`src/rtl/design_08_pkg.sv`:
```
// design_08_pkg: shared definitions for the design_08 scheduler slice.
//   W_DEF, N_DEF, LAT_DEF, DEPTH_DEF : default parameter values
//   ID_W                              : requester ID width for the default N
//   rsp_t                             : response FIFO entry {id, data}
package design_08_pkg;
  localparam int W_DEF     = 16;
  localparam int N_DEF     = 4;
  localparam int LAT_DEF   = 1;
  localparam int DEPTH_DEF = 4;
  localparam int ID_W      = $clog2(N_DEF);

  typedef struct packed {
    logic [ID_W-1:0]  id;
    logic [W_DEF-1:0] data;
  } rsp_t;
endpackage

```
`src/rtl/design_08_sched_if.sv`:
```
// design_08_sched_if: requester and response handshakes of the scheduler.
//   req_valid/req_ready : per-requester valid/ready (ready is a one-hot grant)
//   req_a/req_b         : per-requester operands, requester i in [i]
//   rsp_valid/rsp_ready : response FIFO head handshake
//   rsp_id/rsp_data     : requester ID and result at the FIFO head
// master = requesters + response consumer, slave = scheduler.
interface design_08_sched_if
  import design_08_pkg::*;
#(
  parameter int W = W_DEF,
  parameter int N = N_DEF
);
  localparam int IDW = $clog2(N);

  logic [N-1:0]        req_valid;
  logic [N-1:0]        req_ready;
  logic [N-1:0][W-1:0] req_a;
  logic [N-1:0][W-1:0] req_b;
  logic                rsp_valid;
  logic                rsp_ready;
  logic [IDW-1:0]      rsp_id;
  logic [W-1:0]        rsp_data;

  modport master (
    output req_valid, req_a, req_b, rsp_ready,
    input  req_ready, rsp_valid, rsp_id, rsp_data
  );
  modport slave (
    input  req_valid, req_a, req_b, rsp_ready,
    output req_ready, rsp_valid, rsp_id, rsp_data
  );
endinterface

```
`src/rtl/design_08_rsp_fifo.sv`:
```
// design_08_rsp_fifo: DEPTH-entry circular FIFO with show-ahead head.
//   push/push_data : write an entry (dropped if full)
//   pop            : retire the head (ignored if empty)
//   head           : current head entry, all-zero while empty
//   empty/full     : occupancy flags
module design_08_rsp_fifo
  import design_08_pkg::*;
#(
  parameter int  DEPTH = DEPTH_DEF,
  parameter type T     = rsp_t
)(
  input  logic clk,
  input  logic rst_n,
  input  logic push,
  input  T     push_data,
  input  logic pop,
  output T     head,
  output logic empty,
  output logic full
);
  localparam int PW = (DEPTH > 1) ? $clog2(DEPTH) : 1;
  localparam int CW = $clog2(DEPTH + 1);

  T               mem [DEPTH];
  logic [PW-1:0]  wr_ptr, rd_ptr;
  logic [CW-1:0]  count;
  logic           do_push, do_pop;

  assign empty   = (count == '0);
  assign full    = (count == CW'(DEPTH));
  assign do_push = push & ~full;
  assign do_pop  = pop & ~empty;
  // Zero the head while empty so response outputs read 0 when idle/reset.
  assign head    = empty ? '0 : mem[rd_ptr];

  always_ff @(posedge clk or negedge rst_n) begin
    if (!rst_n) begin
      wr_ptr <= '0;
      rd_ptr <= '0;
      count  <= '0;
    end else begin
      if (do_push) wr_ptr <= (wr_ptr == PW'(DEPTH-1)) ? '0 : wr_ptr + 1'b1;
      if (do_pop)  rd_ptr <= (rd_ptr == PW'(DEPTH-1)) ? '0 : rd_ptr + 1'b1;
      if (do_push && !do_pop)      count <= count + 1'b1;
      else if (do_pop && !do_push) count <= count - 1'b1;
    end
  end

  // Storage needs no reset; the head is masked by empty.
  always_ff @(posedge clk) begin
    if (do_push) mem[wr_ptr] <= push_data;
  end
endmodule

```
`src/rtl/design_08_sched.sv`:
```
// design_08_sched: round-robin scheduler sharing one datapath among N
// requesters, with credit-limited issue and an ID-tagged response FIFO.
//   clk, rst_n    : clock, async active-low reset
//   bus (slave)   : requester valid/ready/operands, response handshake
//   dp_start      : issue pulse to the datapath
//   dp_a/dp_b     : granted operands, 0 when idle
//   dp_y          : datapath result, valid LAT cycles after issue
module design_08_sched
  import design_08_pkg::*;
#(
  parameter int W     = W_DEF,
  parameter int N     = N_DEF,
  parameter int LAT   = LAT_DEF,
  parameter int DEPTH = DEPTH_DEF
)(
  input  logic              clk,
  input  logic              rst_n,
  design_08_sched_if.slave  bus,
  output logic              dp_start,
  output logic [W-1:0]      dp_a,
  output logic [W-1:0]      dp_b,
  input  logic [W-1:0]      dp_y
);
  localparam int IDW = $clog2(N);
  localparam int CW  = $clog2(DEPTH + 1);

  typedef struct packed {
    logic [IDW-1:0] id;
    logic [W-1:0]   data;
  } ent_t;

  logic [IDW-1:0]          ptr, win;
  logic                    any, issue_ok, issue, pop;
  logic [CW-1:0]           outstanding;
  logic [LAT:1]            vld_q;
  logic [LAT:1][IDW-1:0]   id_q;
  logic [LAT:0]            vld_pipe;
  logic [LAT:0][IDW-1:0]   id_pipe;
  logic                    fifo_push, fifo_empty, fifo_full;
  ent_t                    fifo_in, fifo_head;

  // Scan from the lowest priority up so the first valid after ptr wins last.
  always_comb begin
    win = '0;
    any = 1'b0;
    for (int i = N-1; i >= 0; i--) begin
      if (bus.req_valid[(int'(ptr) + i) % N]) begin
        win = IDW'((int'(ptr) + i) % N);
        any = 1'b1;
      end
    end
  end

  // Credits cover in-flight ops plus FIFO entries, so a push never finds the
  // FIFO full. rst_n gating keeps every output at 0 while reset is held.
  assign issue_ok = rst_n & (outstanding < CW'(DEPTH));
  assign issue    = issue_ok & any;
  assign pop      = bus.rsp_valid & bus.rsp_ready;

  assign bus.req_ready = issue ? (N'(1) << win) : '0;
  assign dp_start      = issue;
  assign dp_a          = issue ? bus.req_a[win] : '0;
  assign dp_b          = issue ? bus.req_b[win] : '0;

  // Stage 0 is the issuing cycle itself; stage LAT lines up with dp_y.
  assign vld_pipe = {vld_q, issue};
  assign id_pipe  = {id_q, win};

  always_ff @(posedge clk or negedge rst_n) begin
    if (!rst_n) begin
      ptr         <= '0;
      outstanding <= '0;
      vld_q       <= '0;
      id_q        <= '0;
    end else begin
      if (issue) ptr <= (win == IDW'(N-1)) ? '0 : win + 1'b1;
      if (issue && !pop)      outstanding <= outstanding + 1'b1;
      else if (pop && !issue) outstanding <= outstanding - 1'b1;
      vld_q <= vld_pipe[LAT-1:0];
      id_q  <= id_pipe[LAT-1:0];
    end
  end

  assign fifo_push    = vld_pipe[LAT];
  assign fifo_in.id   = id_pipe[LAT];
  assign fifo_in.data = dp_y;

  design_08_rsp_fifo #(.DEPTH(DEPTH), .T(ent_t)) u_fifo (
    .clk       (clk),
    .rst_n     (rst_n),
    .push      (fifo_push),
    .push_data (fifo_in),
    .pop       (pop),
    .head      (fifo_head),
    .empty     (fifo_empty),
    .full      (fifo_full)
  );

  assign bus.rsp_valid = ~fifo_empty;
  assign bus.rsp_id    = fifo_head.id;
  assign bus.rsp_data  = fifo_head.data;

  a_no_push_full: assert property (@(posedge clk) disable iff (!rst_n)
    !(fifo_push && fifo_full));
endmodule

```
`src/flat_wrapper.sv`:
```
// flat-port wrapper written by rule: the top's interface ports become plain ports
module design_08_sched_flat import design_08_pkg::*;
#(
  parameter int W     = W_DEF,
  parameter int N     = N_DEF,
  parameter int LAT   = LAT_DEF,
  parameter int DEPTH = DEPTH_DEF
)
  (clk, rst_n, dp_start, dp_a, dp_b, dp_y, bus_req_valid, bus_req_a, bus_req_b, bus_rsp_ready, bus_req_ready, bus_rsp_valid, bus_rsp_id, bus_rsp_data);
  design_08_sched_if #(.W(W), .N(N)) bus_i ();
  input  logic clk;
  input  logic rst_n;
  output logic dp_start;
  output logic [W-1:0] dp_a;
  output logic [W-1:0] dp_b;
  input  logic [W-1:0] dp_y;
  input wire logic [$bits(bus_i.req_valid)-1:0] bus_req_valid;
  input wire logic [$bits(bus_i.req_a)-1:0] bus_req_a;
  input wire logic [$bits(bus_i.req_b)-1:0] bus_req_b;
  input wire logic [$bits(bus_i.rsp_ready)-1:0] bus_rsp_ready;
  output wire logic [$bits(bus_i.req_ready)-1:0] bus_req_ready;
  output wire logic [$bits(bus_i.rsp_valid)-1:0] bus_rsp_valid;
  output wire logic [$bits(bus_i.rsp_id)-1:0] bus_rsp_id;
  output wire logic [$bits(bus_i.rsp_data)-1:0] bus_rsp_data;
  assign bus_i.req_valid = bus_req_valid;
  assign bus_i.req_a = bus_req_a;
  assign bus_i.req_b = bus_req_b;
  assign bus_i.rsp_ready = bus_rsp_ready;
  assign bus_req_ready = bus_i.req_ready;
  assign bus_rsp_valid = bus_i.rsp_valid;
  assign bus_rsp_id = bus_i.rsp_id;
  assign bus_rsp_data = bus_i.rsp_data;
  design_08_sched #(.W(W), .N(N), .LAT(LAT), .DEPTH(DEPTH)) u_core (.clk(clk), .rst_n(rst_n), .bus(bus_i), .dp_start(dp_start), .dp_a(dp_a), .dp_b(dp_b), .dp_y(dp_y));
endmodule
```
`config.mk`:
```
export PLATFORM = sky130hd
export DESIGN_NAME = design_08_sched_flat
export DESIGN_NICKNAME = d
export VERILOG_FILES = /design/src/rtl/design_08_pkg.sv /design/src/rtl/design_08_sched_if.sv /design/src/rtl/design_08_rsp_fifo.sv /design/src/rtl/design_08_sched.sv /design/src/flat_wrapper.sv
export SDC_FILE = /design/constraint.sdc
export NUM_CORES = 1
export LEC_CHECK = 0
export ABC_AREA = 1
export CORE_MARGIN = 2
export CORE_UTILIZATION = 45
export DETAILED_ROUTE_END_ITERATION = 12
export PLACE_DENSITY = 0.81
export SYNTH_ARGS = -nofsm -noshare
export SYNTH_HDL_FRONTEND = slang
export SYNTH_SLANG_ARGS = --single-unit
```
`constraint.sdc`:
```
create_clock -name clk -period 3.75 [get_ports clk]
set_input_delay 1.125 -clock clk [delete_from_list [all_inputs] [get_ports clk]]
set_output_delay 1.125 -clock clk [all_outputs]
set_load 0.02 [all_outputs]
```
==> results of run 1 <==
==> cells in the mapped netlist <==
master,number,area [um2]
a31oi_4,1,21.27
ha_1,11,137.6
nor3_2,1,10.01
nand2_1,93,349.1
mux2_2,2,22.52
nand3b_1,32,240.2
nor2_1,88,330.3
buf_2,15,75.07
inv_6,1,8.760
a21oi_1,54,270.3
buf_4,3,22.52
clkinv_1,1,3.750
edfxtp_1,72,2162
dfrtp_1,15,375.4
inv_2,4,15.01
buf_6,11,123.9
o21ai_1,1,5.000
nand3_1,102,510.5
inv_1,121,454.2
o31ai_1,1,7.510
fa_1,2,40.04
nor2_2,1,6.260
o21ai_0,41,205.2
nand2_2,8,50.05
xnor2_1,2,17.52
clkbuf_1,14,52.55
xor2_1,2,17.52
==> worst register-to-register path: stages (launching register included) <==
cell     delay (ps)
dfrtp_2         480
inv_6           170
nand2_1          80
nand2_1         180
nand2_4         110
nand2_8         110
inv_4            40
buf_6           110
nand3_1          80
nand3_2         100
buf_12          200
inv_1           100
buf_4           130
ha_1            140
inv_1            50
fa_1            370
a21oi_1         140
o21ai_0         110
xor2_1          150
==> cells by family after synthesis <==
logic type	share of synthesized area, %
xor+xnor	0.6332
mux	0.4069
buf+inv	13.66
simple gates	27.04
fa+ha+maj	3.210
compound gates	9.202
flops	45.85
==> worst max-delay path by stage <==
stage,cells after the start,end,start
finish,15,dp_b[15],bus_req_valid[3]
global placement,13,dp_b[1],bus_req_valid[0]
detailed placement,13,dp_b[0],bus_req_valid[0]
global route,13,dp_b[15],bus_req_valid[1]
floorplan,16,bus_req_ready[3],bus_req_valid[3]
CTS,16,dp_b[2],bus_req_valid[0]
==> state kept, by name (all words and copies together), names as in the netlist <==
name                  cells
u_core.fifo_push          1
u_core.id_q               2
u_core.outstanding        3
u_core.ptr                2
u_core.u_fifo.count       3
u_core.u_fifo.mem        72
u_core.u_fifo.rd_ptr      2
u_core.u_fifo.wr_ptr      2
==> area by class of cell <==
type | instances | area share, %
clock inverter | 6 | 0.7605
clock buffer | 10 | 2.319
inverter | 127 | 5.184
timing repair buffer | 288 | 33.59
multi-input combinational | 443 | 30.57
tap | 147 | 1.863
sequential | 87 | 25.72
==> where the power goes <==
| group | leakage, nW | total [W] | internal [W] | switching, W |
|---|---|---|---|---|
| clock network | 0.146 | 0.000888 | 0.000526 | 0.000362 |
| logic | 3.34 | 0.00881 | 0.00419 | 0.00462 |
| registers | 0.830 | 0.00139 | 0.00127 | 0.000113 |
| total | 4.31 | 0.0111 | 0.00599 | 0.00510 |
==> per-stage QoR <==
stage	power (W)	setup WS (ps)	setup TNS (ps)	hold slack [ps]	cell area (um2)
final	0.01108	-115.6	-1894	511.7	9872
after global routing	0.01162	-174.0	-4135	521.1	9872
after CTS	0.008918	-64.73	-195.8	499.8	8785
after detailed placement	0.006599	-944.3	-33030	486.9	7906
after global placement	0.006500	-900.4	-31740	467.8	7906
after floorplan	0.004709	125.0	0	454.7	5534
==> layer usage <==
metal  share of wire, %  vias to the layer above
li1                   -                     2792
met1                 35                     2856
met2                 54                      316
met3                6.4                       76
met4                5.1                        0
met5                  0                        -
==> repair_timing <==
item	CTS	global route
hold endpoints to repair	0	0
pin swaps	47	82
setup buffers	14	6
resized for setup	282	177
gates cloned	9	16
endpoints found under the setup margin	37	37
==> results.py, run 1 <==
metrics = {
    "final_layout": {
        "fillers": 666,
        "finish.cell_count_without_fillers": 1108,
        "syn2layout_area_growth_pct": 78.39,
        "finish.net_count": 1120,
        "area.sequential_mm2": 0.002539,
        "commonest_non_fill_non_tap_cell_in_the_layout": "clkdlybuf4s50_1",
        "num_antenna_cells": 0,
        "final_util_pct": 82.19,
        "drive_gt1_share_pct": 30.28,
        "commonest_cells_after_routing_fill_and_taps_aside": "clkdlybuf4s50_1 (165), inv_1 (110), nor2_1 (84)",
        "multi_input_comb_area_mm2": 0.003018,
    },
    "floorplanning": {
        "design.die.area_mm2": 0.01320,
        "floorplan.rows": 40,
        "fp.dieW_um": 114.9,
        "core_area_mm2": 0.01201,
        "initial_core_util_pct": 46.07,
        "dieHeight_um": 114.9,
        "io_pins": 207,
    },
    "sta": {
        "worst_pin_slew_ps": 679.9,
        "report.final.slew_viol_count": 0,
        "finalHoldViolations": 0,
        "slew_headroom_pct": 54.29,
        "rsz0062_at_grt": "true",
        "final_min_period_over_clock_period_pct": 103.1,
        "final.min_clock_period_ps": 3866,
        "postLayoutSetupSlackWorst_ps": -115.6,
        "finalSetupViolCount": 34,
        "max_clock_freq_mhz": 258.7,
        "clock_skew_ps": 9.223,
    },
    "setup_path": {
        "r2r_slack_ps": 770,
        "worstSetupEndpointType": "primary output",
        "critical-path-max-stage-delay_ps": 190,
        "crit_fanout": 7,
        "cpMaxStageDelayCell": "a21oi_2",
        "crit_top_cell": "nand2_4",
        "r2r.worst_path.cells": 18,
        "arrival_ps": 2740,
        "r2r-end": "u_core.outstanding[2]",
        "worst_path_dominant_cell_family": "simple AND/OR/NAND/NOR gates",
        "worst_r2r_startpoint": "u_core.ptr[0]",
        "critical_path_buf_inv_count": 6,
        "worst-setup-path-type": "in2out",
        "setup.worst_path.start_class": "primary input",
        "worst-endpoint-required_ps": 2620,
        "crit_path_cell_trace": "buf_8 > inv_4 > nand2_4 > nand2_4 > nor2_4 > inv_2 > nand2_4 > nor2_4 > nand2_8 > buf_12 > buf_16 > nand3b_1 > nand3_2 > a21oi_2 > buf_6",
    },
    "grt": {
        "grt_util_met1_pct": 27.96,
        "grt_start_max_net_pins": 47,
        "grt_antenna_before_repair": 0,
        "grt_use_total_pct": 25.99,
        "gr-max-usage-layer": "met2",
        "grt_first_pass_wirelength_um": 26940,
        "grt.overflow.total": 0,
        "met2_usage_pct": 49.37,
        "use_met3_pct": 6.062,
        "first_global_vias": 5577,
    },
    "power_and_ir_drop": {
        "vdd_ir_max_uv": 596.9,
        "power_density_normalized_to_cell_area_mw_per_mm2": 1123,
        "cellLeakagePower_nw": 4.313,
    },
    "synthesis": {
        "yosysWarningCount": 0,
        "ys_seq_elements": 87,
        "sequential_fraction_of_the_synthesis_area_pct": 45.85,
        "syn-mean-instance-area_um2": 7.917,
        "syn_nets": 863,
        "netlist_area_mm2": 0.005534,
        "synth.distinct_cells": 27,
        "synthCells": 699,
    },
    "routing": {
        "firstDrtPassIters": 5,
        "dr_total_vias": 6040,
        "postRouteWirelength_um": 20720,
        "drt-initial-drc-count": 494,
        "drc": 0,
        "mean_number_of_vias_per_cell": 5.451,
        "number_of_nets_with_antenna_violations_after_routing": 0,
        "avgRoutedWirePerCell_um": 18.70,
    },
    "job": {
        "cap_violations": 0,
    },
    "outcome": {
        "violations_in_the_final_reports": "negative setup slack",
        "outcome": "complete, but fails checks",
    },
    "clocking": {
        "worst_setup_hold_path_clk_slew_ps": 70,
        "postCtsHoldBufs": 0,
        "cts_inserted_buffers": 9,
        "max-clock-path-buffers": 2,
        "tritoncts_num_sinks": 87,
        "cts_max_level": 3,
        "cts_tree": "built",
        "cts-root-buf": "clkbuf_16",
        "clock_insertion_delay_worst_skew_ps": 330,
    },
    "worst_hold_path": {
        "hold_path.startpoint": "u_core.id_q[1]",
        "timing.hold.worst_endpoint": "u_core.u_fifo.mem[3][17]",
        "worst_hold_path.num_cells": 0,
        "timing.hold.worst.class": "reg2reg",
    },
    "placement": {
        "place.gp.congestion": 0.8754,
        "placed_cells_incl_taps": 1050,
        "placement.io_buffers": 206,
        "detailed_place_hpwl_um": 11340,
    },
}
Power figures use the tool's default switching activity.
==> run 2, diff against run 1 <==
--- a/config.mk
+++ b/config.mk
@@ -6,6 +6,7 @@
 export NUM_CORES = 1
 export LEC_CHECK = 0
 export ABC_AREA = 1
+export CORE_ASPECT_RATIO = 0.9
 export CORE_MARGIN = 2
 export CORE_UTILIZATION = 45
 export DETAILED_ROUTE_END_ITERATION = 12
==> results.py, run 2 (synthesized netlist as in run 1, its figures left out) <==
metrics = {
    "floorplanning": {
        "design.die.area_mm2": 0.01320,
        "io_pins": 207,
        "fp.dieW_um": 120.9,
        "floorplan.rows": 38,
        "core_area_mm2": 0.01203,
        "initial_core_util_pct": 46.01,
        "dieHeight_um": 109.2,
    },
    "sta": {
        "slew_headroom_pct": 60.37,
        "report.final.slew_viol_count": 0,
        "worst_pin_slew_ps": 589.4,
        "postLayoutSetupSlackWorst_ps": -62.09,
        "rsz0062_at_grt": "true",
        "finalHoldViolations": 0,
        "final.min_clock_period_ps": 3812,
        "max_clock_freq_mhz": 262.3,
        "finalSetupViolCount": 29,
        "clock_skew_ps": 4.423,
        "finalHoldWorstSlack_ps": 496.1,
        "final_min_period_over_clock_period_pct": 101.7,
        "finalSetupTns_ps": -652.8,
    },
    "placement": {
        "placed_cells_incl_taps": 1068,
        "place.gp.congestion": 0.8683,
        "placement.io_buffers": 206,
        "detailed_place_hpwl_um": 11260,
        "post_dp_cell_area_mm2": 0.007943,
    },
    "outcome": {
        "outcome": "complete, but fails checks",
        "violations_in_the_final_reports": "negative setup slack",
    },
    "routing": {
        "drc": 0,
        "drt-initial-drc-count": 392,
        "postRouteWirelength_um": 17520,
        "avgRoutedWirePerCell_um": 15.83,
        "number_of_nets_with_antenna_violations_after_routing": 0,
        "firstDrtPassIters": 7,
        "dr_total_vias": 5606,
        "mean_number_of_vias_per_cell": 5.064,
    },
    "final_layout": {
        "syn2layout_area_growth_pct": 63.51,
        "commonest_cells_after_routing_fill_and_taps_aside": "clkdlybuf4s50_1 (165), inv_1 (119), nor2_1 (86)",
        "final_util_pct": 75.22,
        "post-route-cell-area_mm2": 0.009049,
        "num_antenna_cells": 0,
        "largest-register": "u_core.u_fifo.mem",
        "largest_reg_flops": 72,
        "finish.cell_count_without_fillers": 1107,
        "commonest_non_fill_non_tap_cell_in_the_layout": "clkdlybuf4s50_1",
        "drive_gt1_share_pct": 22.81,
        "finish.net_count": 1106,
        "largestRegisters": "u_core.u_fifo.mem (72), u_core.outstanding (3), u_core.u_fifo.count (3)",
    },
    "clocking": {
        "cts_tree": "built",
        "cts-root-buf": "clkbuf_16",
        "clock_insertion_delay_worst_skew_ps": 330,
        "max-clock-path-buffers": 2,
        "tritoncts_num_sinks": 87,
        "worst_setup_hold_path_clk_slew_ps": 60,
        "cts_max_level": 3,
        "cts_inserted_buffers": 9,
    },
    "worst_hold_path": {
        "worst_hold_path.num_cells": 0,
        "timing.hold.worst.class": "reg2reg",
        "timing.hold.worst_endpoint": "u_core.u_fifo.mem[3][17]",
        "hold_path.startpoint": "u_core.id_q[1]",
    },
    "setup_path": {
        "worst-setup-path-type": "in2out",
        "worstSetupEndpointType": "primary output",
        "setup.worst_path.start_class": "primary input",
        "worst-endpoint-required_ps": 2620,
        "r2r.worst_path.cells": 19,
        "r2r-end": "u_core.outstanding[2]",
        "r2r_slack_ps": 680,
        "arrival_ps": 2690,
        "worst_r2r_startpoint": "u_core.ptr[0]",
        "crit_fanout": 9,
    },
    "grt": {
        "grt.overflow.total": 0,
        "grt_first_pass_wirelength_um": 25580,
        "grt_antenna_before_repair": 0,
        "grt_use_total_pct": 24.85,
        "grt_start_max_net_pins": 43,
        "first_global_vias": 5349,
    },
    "power_and_ir_drop": {
        "power_density_normalized_to_cell_area_mw_per_mm2": 1020,
        "vdd_ir_max_uv": 629.2,
        "cellLeakagePower_nw": 3.997,
    },
    "job": {
        "cap_violations": 0,
    },
}
[run 2: worst max path at each step]
stage                           startpoint          endpoint  slack [ps]  depth (start not counted)
after floorplan           bus_req_valid[3]  bus_req_ready[3]         130                         16
after detailed placement  bus_req_valid[2]  bus_req_ready[2]        -900                         13
after CTS                 bus_req_valid[0]  bus_req_ready[0]         -30                         15
final                     bus_req_valid[2]           dp_a[7]         -60                         14
after global routing      bus_req_valid[0]          dp_b[13]        -130                         14
after global placement    bus_req_valid[3]          dp_b[12]        -870                         13
[run 2: through the flow]
step	power (W)	worst slack [ps]
after floorplan	0.004709	125.0
after global placement	0.006519	-871.3
after detailed placement	0.006607	-901.3
after CTS	0.008301	-32.41
after global routing	0.009766	-134.0
final	0.009228	-62.09
[run 2: final cells by class]
class,count,area (um2)
Timing Repair Buffer,275,2949
Sequential cell,87,2537
Inverter,127,489.2
Multi-Input combinational cell,442,2574
Clock buffer,10,229.0
Tap cell,160,200.2
Fill cell,833,2980
Clock inverter,6,70.07
[run 2: repair_timing]
item,4_1_cts,5_1_grt
gates resized for setup,250,91
setup endpoints to repair,37,38
pin swaps,23,34
hold buffers,0,0
cloned,6,5
setup buffers,10,2
[run 2: where the power goes]
group,leakage (nW),total (W),internal [W],switching (W)
logic,3.03,0.00697,0.00324,0.00373
registers,0.831,0.00140,0.00127,0.000129
clock network,0.135,0.000855,0.000518,0.000336
total,4.00,0.00923,0.00503,0.00419
[run 2: routing by layer]
| layer | global-route usage, % | routed length, um | vias up |
|---|---|---|---|
| li1 | - | - | 2753 |
| met1 | 27.64 | 6526 | 2590 |
| met2 | 45.22 | 9226 | 218 |
| met3 | 5.073 | 1118 | 45 |
| met4 | 12.46 | 653 | 0 |
| met5 | 0 | 0 | - |
[run 2: critical path: stages]
cell      delay [ps]
buf_6            100
nand2_2           50
nand2_2           80
buf_6            120
nand2_2           60
nand2_2           60
o21ai_2          160
nand2_4          110
buf_12           160
buf_6            140
nand3b_1         100
nand3_1           80
a21oi_1          160
buf_4            170
==> run 3, diff against run 2 <==
--- a/config.mk
+++ b/config.mk
@@ -6,6 +6,7 @@
 export NUM_CORES = 1
 export LEC_CHECK = 0
 export ABC_AREA = 1
+export ABC_CLOCK_PERIOD_IN_PS = 3750
 export CORE_ASPECT_RATIO = 0.9
 export CORE_MARGIN = 2
 export CORE_UTILIZATION = 45
==> results of run 3 <==
Same layout as run 2: the final DEF is identical, and so are final timing and power.
==> patch, RTL diff (flow settings as in run 2) <==
Change the package constant `W_DEF` from 16 to 32.
--- a/src/rtl/design_08_pkg.sv
+++ b/src/rtl/design_08_pkg.sv
@@ -5,3 +5,3 @@
 package design_08_pkg;
-  localparam int W_DEF     = 16;
+  localparam int W_DEF     = 32;
   localparam int N_DEF     = 4;
Ports: changed (6 resized); port bits go from 207 to 399. No check against the original RTL was run, so the function may have changed too.
==> patch against run 2 <==
  * The run still ends with negative setup slack left
  * Design area increased by 90%
  * Area after synthesis increased by 75%
  * Power rose by 100%
  * Fmax down 5.2%
  * Setup slack worse by 0.21 ns
  * Sequential cell count increased by 64
  * Via count grew 100%
  * Critical path depth grew 2
  * Sequential share of layout area fell by 2.1 points
  * Count of clock-buffer cells in the layout increased by 9
  * Wire length increased to 2.5 times the old value
  * Critical path type unchanged
  * Highest routed layer unchanged
==> patch: results (changes against run 2) <==
| Metric | Value |
|---|---|
| Status | finished with violations (unchanged) |
| Failing checks | negative setup slack (unchanged) |
| Clock-cell share of area | 0.0345 (was 0.0330) |
| Max H-tree Level | 4 (was 3) |
| Pre-CTS setup slack | -1.11 ns (was -0.901 ns) |
| Port Buffers | 398 (was 206) |
| Num CTS Buffers | 17 (was 9) |
| Fraction of area in registers | 0.260 (was 0.280) |
| Complex-gate fraction of the synthesized area | 0.0952 (was 0.0920) |
| Syn_nets | 1550 (was 863) |
| Layout cells sized above 1 | 0.260 (was 0.228) |
| Setup ws final | -0.270 ns (was -0.0621 ns) |
| Worst R2R End | u_core.outstanding[1]$_DFFE_PN0P_ (was u_core.outstanding[2]$_DFFE_PN0P_) |
| Initial antenna violation count | 3 (was 0) |
| Largest cells by area after synthesis | edfxtp_1, nand3_1, inv_1, nand2_1, nor2_1 (was edfxtp_1, nand3_1, inv_1, dfrtp_1, nand2_1) |
| Global-route wire length before repair | 57.1 mm (was 25.6 mm) |
| EDFF count, synth | 136 (was 72) |
| Buffering overhead | 0.352 (was 0.326) |
| Worst reg-to-reg setup slack | 0.54 ns (was 0.68 ns) |
| Detailed Route WL | 43.9 mm (was 17.5 mm) |
| Area after DPL | 14400 µm² (was 7940 µm²) |
| Multi-input gate area | 4870 µm² (was 2570 µm²) |
| Worst Max-Slew Pin Slew | 1.15 ns (was 0.589 ns) |
| Worst-Skew Late Latency | 0.42 ns (was 0.33 ns) |
| Power Combinational | 14600 µW (was 6970 µW) |
| GPL Wtd Cong | 0.932 (was 0.868) |
| Critical path peak fanout | 7 (was 9) |
| Worst Hold Path EP | u_core.u_fifo.mem[3][33]$_DFFE_PP_ (was u_core.u_fifo.mem[3][17]$_DFFE_PP_) |
| Final net count | 2019 (was 1106) |
| Diode count | 2 (was 0) |
| Critical Path Source | bus_req_valid[3] (was bus_req_valid[2]) |
| Core Util, Final | 0.820 (was 0.752) |
| # clk buffers | 19 (was 10) |
| Setup TNS | -12.21 ns (was -0.653 ns) |
| Final setup viols | 68 (was 29) |
| Async SR Flop Fraction | 0.0993 (was 0.172) |
| Vias in the first global route | 10617 (was 5349) |
| Most frequent cells after synthesis | inv_1, nand3_1, nand2_1 (unchanged) |
| WHS | 0.525 ns (was 0.496 ns) |
| Drt pass-1 iters | 6 (was 7) |
| Flop+latch power | 2340 µW (was 1400 µW) |
| Post-Synth XOR/XNOR Area | 0.00362 (was 0.00633) |
| Multiplexer share of the synthesized area | 0.00233 (was 0.00407) |
| Multi-input gates | 782 (was 442) |
| Clk power | 1760 µW (was 855 µW) |
| Leakage | 0.00740 µW (was 0.00400 µW) |
| Placed cells | 1918 (was 1068) |
| DP HPWL | 24.4 mm (was 11.3 mm) |
| Maximum vdd drop | 509 µV (was 629 µV) |
| Non-CTS inverters | 220 (was 127) |
| FP Rows | 50 (was 38) |
| WP data arrival | 2.90 ns (was 2.69 ns) |
| Area share of fa/ha/maj cells after synthesis | 0.0183 (was 0.0321) |
| Sequential area share after synthesis | 0.461 (was 0.459) |
==> patch: changes by cell type after synthesis, sizes merged <==
cell / run 2 / this run
nand2: 101 / 172
a21oi: 54 / 100
nand3: 102 / 199
edfxtp: 72 / 136
nand3b: 32 / 64
inv: 126 / 219
o21ai: 42 / 73
a31oi: 1 / 0
clkbuf: 14 / 27
a21boi: 0 / 1
or3: 0 / 1
buf: 29 / 62
nor2: 89 / 151
==> patch: timing repair <==
item	4_1_cts	5_1_grt
endpoints found under the hold margin	0	0
setup endpoints to repair	69	72
resized for setup	506	136
hold buffers	0	0
pin swaps	97	86
cloned	13	13
setup buffers	22	14
==> patch: per-layer routing <==
layer	GRT usage	vias up	share of wire
li1	-	4990	-
met1	0.382	5370	0.34
met2	0.565	819	0.50
met3	0.0825	214	0.099
met4	0.179	0	0.061
met5	0	-	0
